<file path="config.mk">
export PLATFORM = sky130hd
export DESIGN_NAME = uart_tx
export DESIGN_NICKNAME = d
export VERILOG_FILES = /design/src/rtl/uart_tx.sv
export SDC_FILE = /design/constraint.sdc
export NUM_CORES = 1
export LEC_CHECK = 0
export ABC_AREA = 1
export BUFFER_PORTS_ARGS = -buffer_cell sky130_fd_sc_hd__clkbuf_2
export CORE_ASPECT_RATIO = 0.7
export CORE_MARGIN = 5
export CORE_UTILIZATION = 35
export DETAILED_ROUTE_END_ITERATION = 7
export HOLD_SLACK_MARGIN = 0.06
export MAX_ROUTING_LAYER = met4
export SLEW_MARGIN = 40
export SYNTH_ARGS = -nofsm -noshare
export SYNTH_HDL_FRONTEND = slang
export SYNTH_SLANG_ARGS = --single-unit
</file>
<file path="constraint.sdc">
create_clock -name clk -period 2.7 [get_ports clk]
set_clock_uncertainty 0.1 [all_clocks]
set_input_delay 0.675 -clock clk [delete_from_list [all_inputs] [get_ports clk]]
set_output_delay 0.675 -clock clk [all_outputs]
set_load 0.005 [all_outputs]
</file>
<file path="src/rtl/uart_tx.sv">
// UART transmit path: a host-side byte FIFO feeding a start/data/parity/stop serializer.
// The serial line, busy flag and FIFO flags are all registered.
module uart_tx #(
  parameter int DATA_BITS    = 8,
  parameter int FIFO_WIDTH   = 4,
  parameter int CLKS_PER_BIT = 16,
  parameter int PARITY_EN    = 0,
  parameter int PARITY_ODD   = 0
) (
  input  logic                  clk,
  input  logic                  rst,
  input  logic [DATA_BITS-1:0]  Tx_Data,
  input  logic                  Push_Data,
  input  logic                  BIST_Mode,
  output logic                  Tx,
  output logic                  Tx_Busy,
  output logic                  FIFO_Empty,
  output logic                  FIFO_Full,
  output logic                  FIFO_Overflow,
  output logic [FIFO_WIDTH:0]   FIFO_Count,
  output logic [2:0]            dbg_state
);

  localparam int ENTRIES = 1 << FIFO_WIDTH;
  localparam int CNT_W   = FIFO_WIDTH + 1;
  localparam int BAUD_W  = (CLKS_PER_BIT > 1) ? $clog2(CLKS_PER_BIT) : 1;
  localparam int IDX_W   = (DATA_BITS > 1) ? $clog2(DATA_BITS) : 1;
  localparam logic [CNT_W-1:0]  FULL_COUNT = CNT_W'(ENTRIES);
  localparam logic [BAUD_W-1:0] BAUD_LAST  = BAUD_W'(CLKS_PER_BIT - 1);
  localparam logic [IDX_W-1:0]  BIT_LAST   = IDX_W'(DATA_BITS - 1);
  localparam logic              PAR_ON     = (PARITY_EN != 0);
  localparam logic              PAR_ODD    = (PARITY_ODD != 0);

  typedef enum logic [2:0] {
    S_IDLE   = 3'd0,
    S_START  = 3'd1,
    S_DATA   = 3'd2,
    S_PARITY = 3'd3,
    S_STOP   = 3'd4
  } state_t;

  state_t                state_q, state_d;
  logic [BAUD_W-1:0]     baud_q, baud_d;
  logic [IDX_W-1:0]      bit_idx_q, bit_idx_d;
  logic [DATA_BITS-1:0]  shift_q, shift_d;
  logic                  parity_q, parity_d;
  logic                  tx_q, tx_d;
  logic                  busy_q, busy_d;
  logic [FIFO_WIDTH-1:0] wr_ptr_q, wr_ptr_d;
  logic [FIFO_WIDTH-1:0] rd_ptr_q, rd_ptr_d;
  logic [CNT_W-1:0]      count_q, count_d;
  logic                  empty_q, empty_d;
  logic                  full_q, full_d;
  logic                  ovf_q, ovf_d;
  logic [DATA_BITS-1:0]  mem_q [ENTRIES];

  logic pop, push_req, push_ok, baud_done;

  // Push_Data is a strobe with no ready: a high cycle either enqueues or, when the
  // FIFO is full and nothing pops that cycle, drops the byte and sets the sticky overflow.
  always_comb begin
    pop       = (state_q == S_IDLE) && (count_q != '0) && !BIST_Mode;
    push_req  = Push_Data && !BIST_Mode;
    push_ok   = push_req && ((count_q != FULL_COUNT) || pop);
    baud_done = (baud_q == BAUD_LAST);

    wr_ptr_d = push_ok ? wr_ptr_q + FIFO_WIDTH'(1) : wr_ptr_q;
    rd_ptr_d = pop ? rd_ptr_q + FIFO_WIDTH'(1) : rd_ptr_q;
    count_d  = count_q;
    if (push_ok && !pop) count_d = count_q + CNT_W'(1);
    if (!push_ok && pop) count_d = count_q - CNT_W'(1);
    empty_d  = (count_d == '0);
    full_d   = (count_d == FULL_COUNT);
    ovf_d    = ovf_q || (push_req && !push_ok);

    state_d   = state_q;
    baud_d    = (baud_done || state_q == S_IDLE) ? '0 : baud_q + BAUD_W'(1);
    bit_idx_d = bit_idx_q;
    shift_d   = shift_q;
    parity_d  = parity_q;
    case (state_q)
      S_IDLE: begin
        if (pop) begin
          shift_d   = mem_q[rd_ptr_q];
          parity_d  = (^mem_q[rd_ptr_q]) ^ PAR_ODD;
          bit_idx_d = '0;
          state_d   = S_START;
        end
      end
      S_START:  if (baud_done) state_d = S_DATA;
      S_DATA: begin
        if (baud_done) begin
          shift_d = shift_q >> 1;
          if (bit_idx_q == BIT_LAST) begin
            bit_idx_d = '0;
            state_d   = PAR_ON ? S_PARITY : S_STOP;
          end else begin
            bit_idx_d = bit_idx_q + IDX_W'(1);
          end
        end
      end
      S_PARITY: if (baud_done) state_d = S_STOP;
      S_STOP:   if (baud_done) state_d = S_IDLE;
      default:  state_d = S_IDLE;
    endcase

    // Line level is decoded from the next state so Tx changes on the same edge as the FSM.
    case (state_d)
      S_START:  tx_d = 1'b0;
      S_DATA:   tx_d = shift_d[0];
      S_PARITY: tx_d = parity_d;
      default:  tx_d = 1'b1;
    endcase
    busy_d = (state_d != S_IDLE);
  end

  always_ff @(posedge clk) begin
    if (rst) begin
      state_q   <= S_IDLE;
      baud_q    <= '0;
      bit_idx_q <= '0;
      shift_q   <= '0;
      parity_q  <= 1'b0;
      tx_q      <= 1'b1;
      busy_q    <= 1'b0;
      wr_ptr_q  <= '0;
      rd_ptr_q  <= '0;
      count_q   <= '0;
      empty_q   <= 1'b1;
      full_q    <= 1'b0;
      ovf_q     <= 1'b0;
    end else begin
      state_q   <= state_d;
      baud_q    <= baud_d;
      bit_idx_q <= bit_idx_d;
      shift_q   <= shift_d;
      parity_q  <= parity_d;
      tx_q      <= tx_d;
      busy_q    <= busy_d;
      wr_ptr_q  <= wr_ptr_d;
      rd_ptr_q  <= rd_ptr_d;
      count_q   <= count_d;
      empty_q   <= empty_d;
      full_q    <= full_d;
      ovf_q     <= ovf_d;
    end
  end

  always_ff @(posedge clk) begin
    if (!rst && push_ok) mem_q[wr_ptr_q] <= Tx_Data;
  end

  assign Tx            = tx_q;
  assign Tx_Busy       = busy_q;
  assign FIFO_Empty    = empty_q;
  assign FIFO_Full     = full_q;
  assign FIFO_Overflow = ovf_q;
  assign FIFO_Count    = count_q;
  assign dbg_state     = state_q;

endmodule

</file>
# [Yosys cells after proc, flatten, opt, wreduce, memory -nomap -nowiden]
# Memories as Yosys holds them, arrays and structs flattened. A register that Yosys moved wholly into a read port is not among the register bits.
# Index checks and enable logic that the tools add are counted.
[word_totals] register_bits=37 latchBits=0 ram_bits=128 mem_bits_ro=0 output_inout_bits=13 elab_cells=80 n_memories=1
[mem_list] name="mem_q" words=16 word_bits=8 rd=1 rd_ports_with_merged_regs=1 wr=1 line_no="55" text="logic [DATA_BITS-1:0] mem_q [ENTRIES];"
[classes] n_addsub=6 n_mul=0 n_div=0 n_lt_le_gt_ge=0 eq_ne=13 shift=0 mux=23 bitwise_logic=0 reduce_logical=23
[op_table] cell="2-to-1 mux 3 bit" count=9
[op_table] cell="2-to-1 mux 8 bit" count=2
[op_table] cell="case mux 8 bit (2 select lines)" count=1
[op_table] cell="case mux 3 bit (5 select lines)" count=1
[op_table] cell="adder 4 x 1 -> 4 bit, second input constant" count=3
[op_table] cell="== test 3 x 2 -> 1 bit, second input constant" count=4
[op_table] cell="2-to-1 mux 5 bit" count=2
[op_table] cell="logical AND 1 bit" count=8
[op_table] cell="2-to-1 mux 4 bit" count=2
[op_table] cell="XOR reduction 8 bit" count=1
[op_table] cell="== test 3 x 1 -> 1 bit, second input constant" count=2
[op_table] cell="== test 3 bit, second input constant" count=2
[op_table] cell="case mux 3 bit (2 select lines)" count=1
[op_table] cell="adder 5 x 1 -> 5 bit, second input constant" count=1
[op_table] cell="== test 5 bit, second input constant" count=1
[op_table] cell="logical NOT 5 bit" count=1
[op_table] cell="!= test 5 bit, second input constant" count=1
[op_table] cell="nonzero test 5 bit" count=1
[op_table] cell="subtractor 5 x 1 -> 5 bit, second input constant" count=1
[op_table] cell="== test 4 bit, second input constant" count=1
[op_table] cell="logical NOT 1 bit" count=4
[op_table] cell="2-to-1 mux 1 bit" count=4
[op_table] cell="!= test 2 bit, second input constant" count=2
[op_table] cell="adder 3 x 1 -> 3 bit, second input constant" count=1
[op_table] cell="7 further kinds" count=9

# [Longest topological paths before layout]
[logic_depth] depth_word=9 mapped_depth=18

# [Worst setup path after synthesis]
# OpenSTA, ideal clock, no wires.
[synth_path] path_type="reg2reg" from="register count_q[0], in the netlist FIFO_Count[0]" to="memory mem_q[0][0] (enable)" arrival_time_ns=1.670 setup_slack_ns=0.560 path_stages_with_launch=10 path_buffers=0 synth_period_minus_slack_ns=2.140 path_cell_list="dfxtp_1 inv_1 ha_1 nand3_1 nand2_4 nand2_4 nand2_4 nor2_1 nand2_1 nor2_1"
[synth_via] elab_chain_len=8 elab_cells_between_ends=9 cone_classes="1 x eq/ne; 2 x mux; 6 x reduce/logical"
[synth_rtl] item="start: declaration" line_no="51" text="logic [CNT_W-1:0] count_q, count_d;"
[synth_rtl] item="start signal: assignment" line_no="142" text="count_q <= count_d;"
[synth_rtl] item="nonzero test 5 bit" line_no="62" text="pop = (state_q == S_IDLE) && (count_q != '0) && !BIST_Mode;"
[synth_rtl] item="logical AND 1 bit (2 in a row)" line_no="62"
[synth_rtl] item="logical OR 1 bit (*)" line_no="64" text="push_ok = push_req && ((count_q != FULL_COUNT) || pop);"
[synth_rtl] item="logical AND 1 bit (*)" line_no="64"
[synth_rtl] item="logical AND 1 bit (*)" line_no="150" text="if (!rst && push_ok) mem_q[wr_ptr_q] <= Tx_Data;"
[synth_rtl] item="2-to-1 mux 1 bit (*)" line_no="150"
[synth_rtl] item="2-to-1 mux 1 bit (implied by the code) (*)" line_no="150"
[synth_rtl] item="end: declaration" line_no="55"
# Mark *: on every way between the ends. The rest lies on a longest branch, timed or not.

==> results.toml <==
[yosys]
yosysWarnings = 0
synth_top_cell_by_area = "edfxtp_1"
netlist.area_leader.share = 0.510
syn-cell-area_um2 = 7530
synth_edf_count = 128
async_reset_ff_frac = 0
netlist_instances = 796
synthDistinctLibCells = 37
synth_nets = 819
syn_area_per_cell_um2 = 9.46
synthTopCellsByArea = "edfxtp_1 (51%), nand2_1 (12%), dfxtp_1 (11%), nand3_1 (6.6%), inv_1 (5.0%)"
synthFlopType = "edfxtp_1"
yosysSeqAreaShare = 0.619
synth-seq-cells = 169

[floorplan]
die_w_um = 185
coreArea_um2 = 21000
std_cell_rows = 44
ios = 25
die_height_um = 133
initial_core_util = 0.359
die_area_um2 = 24600

[timing]
max_freq_mhz = 422
fin_setup_tns_ns = 0
slew_headroom = 0.591
fin_crit_sh = 0.879
slew_violations = 0
rsz0062_at_grt = "no"
finalWorstPathRequiredPeriod_ns = 2.37
tightest_slew_ns = 0.605
setup_viol = 0
finalHoldViolCount = 0

[grt]
grtUsageTotal = 0.145
grt_overflow = 0
first_global_vias = 4987
antenna_found_initial = 0
grt_pass1_wl_mm = 26.9
grt_max_degree = 66

[setup_path]
slowest_stage = "dfxtp_2"
crit_cells = 17
slowest_delay_ns = 0.34
reg2regPathDepth = 17
crit_buf_inv = 4
cp_max_fo = 18
crit_family = "simple AND/OR/NAND/NOR gates"
worstPathCellList = "inv_2, buf_4, nand2_1, nand3_1, nand3_1, nand3_1, nand2_1, nand2_1, inv_2, nor2_1, nand2_1, nand2_1, inv_1, nand2_1, nand3_2, nand3_1, nand3_1"
criticalPathCategory = "flop to flop"
cp-end-kind = "flop"
crit_arrival_ns = 2.59
cp_common_cell = "nand2_1"
critPathLaunchType = "flop"
cp_data_required_time_ns = 2.92

[clock_tree]
clkTransAtPathRegs_ns = 0.07
cts_sinks = 169
numCtsBuffers = 17
clk-insertion-delay-late_ns = 0.43
cts_hold_buf = 0
clock-root-buffer = "clkbuf_16"
post_cts_resized = 0
postCtsSetupBuffers = 0
clockBufferDepth = 2
h-tree-depth = 4
cts_tree = "built"

[routing]
wire_per_inst_um = 15.0
dr_total_vias = 5399
first_pass_iters = 5
drt-vias-per-instance = 4.80
drt_iter0_markers = 410
drc_errors = 0
routed_wl_mm = 16.8
ant_nets = 0

[placed_design]
gp_congestion = 0.876
post-dp-hpwl_mm = 11.1
portBuffers = 24

[layout]
fillers = 2001
num_antenna_cells = 0
final_cell_mix = "nand2_1 (246), edfxtp_1 (128), inv_1 (101), nand3_1 (100), nor2_1 (59)"
area_delta_synth_final_pct = 14.8
multi_input_area_um2 = 2280
nets = 860
postLayoutCoreUtil = 0.412
drive_above_1_share = 0.121
layout_commonest_cell = "nand2_1"
register_area_um2 = 4670

[pwr]
power.leakage_nw = 3.64
ir_drop_mv = 0.507
power_density_nw_per_um2 = 931

[worst_hold_path]
whs_path_depth = 1
hold_class = "flop to flop"

[run_status]
status = "completed"

[run]
maxCapViolCount = 0
[kinds of logic after synthesis]
family / after synthesis / share of synthesized area
AND/OR/NAND/NOR: 427 / 0.242
adder cells (fa/ha/maj): 11 / 0.0183
buffers and inverters: 139 / 0.0784
flip-flops: 169 / 0.619
XOR/XNOR: 7 / 0.00814
AO/OA/AOI/OAI: 43 / 0.0344
[per-stage QoR]
stage	instance area (µm²)	hold WS, ns	instances	worst slack (ns)	total power, mW
detailed placement	8060	0.341	1094	0.323	5.64
global route	8650	0.365	1125	0.0931	8.54
floorplan	7530	0.318	796	0.560	4.99
finish	8650	0.351	1125	0.328	8.05
global placement	8060	0.330	1094	0.387	5.62
CTS	8650	0.350	1125	0.313	8.10
[Yosys cell counts, types with 3 or more instances]
library cell and number:
nand2_1 246, edfxtp_1 128, inv_1 101, nand3_1 100
nor2_1 59, dfxtp_1 41, buf_2 13, a21oi_1 12
ha_1 11, o21ai_0 11, inv_2 8, clkbuf_1 7
a31oi_1 6, buf_6 6, xor2_1 5, nand4_1 4
a221oi_1 3, nand2_4 3, nor2_4 3, nor3_1 3
o21ai_1 3
[per-layer routing]
layer  share of wire  GRT usage  up-vias
met5               0          -        -
met4           0.010     0.0355        0
met3           0.050     0.0272       17
met2            0.44      0.212      133
met1            0.50      0.207     2572
li1                -          -     2677
[registers in the layout, indices dropped and copies added, names as in the netlist, 3 cells and up, named ones only]
| register | count |
|---|---|
| mem_q | 128 |
| shift_q | 8 |
| FIFO_Count | 5 |
| baud_q | 4 |
| rd_ptr_q | 4 |
| wr_ptr_q | 4 |
| bit_idx_q | 3 |
| dbg_state | 3 |
[report_power, final]
part | switching [mW] | internal, mW
combinational | 1.69 | 0.815
sequential | 0.126 | 2.97
clock | 1.07 | 1.38
[worst register-to-register path: cells and delay by family, from the launching register on]
kind | cells | cell delay [ns]
AND/OR/NAND/NOR | 13 | 1.15
buffers and inverters | 4 | 0.67
flip-flops | 1 | 0.34
[worst paths after layout]
check / from / to / slack, ns
worst min-delay path: baud_q[0] / baud_q[0] / 0.35
worst min register to register: baud_q[0] / baud_q[0] / 0.35
worst max register to register: flop / Tx / 0.33
worst max-delay path: flop / Tx / 0.33
[layout make-up]
cell class | instances | share of cell area
well taps | 276 | 0.0399
clock inverters | 14 | 0.0188
clock buffers | 17 | 0.0492
repair buffers | 50 | 0.0408
inverters | 111 | 0.0482
flip-flops and latches | 169 | 0.540
multi-input cells | 488 | 0.263
Power figures use the tool's default switching activity.
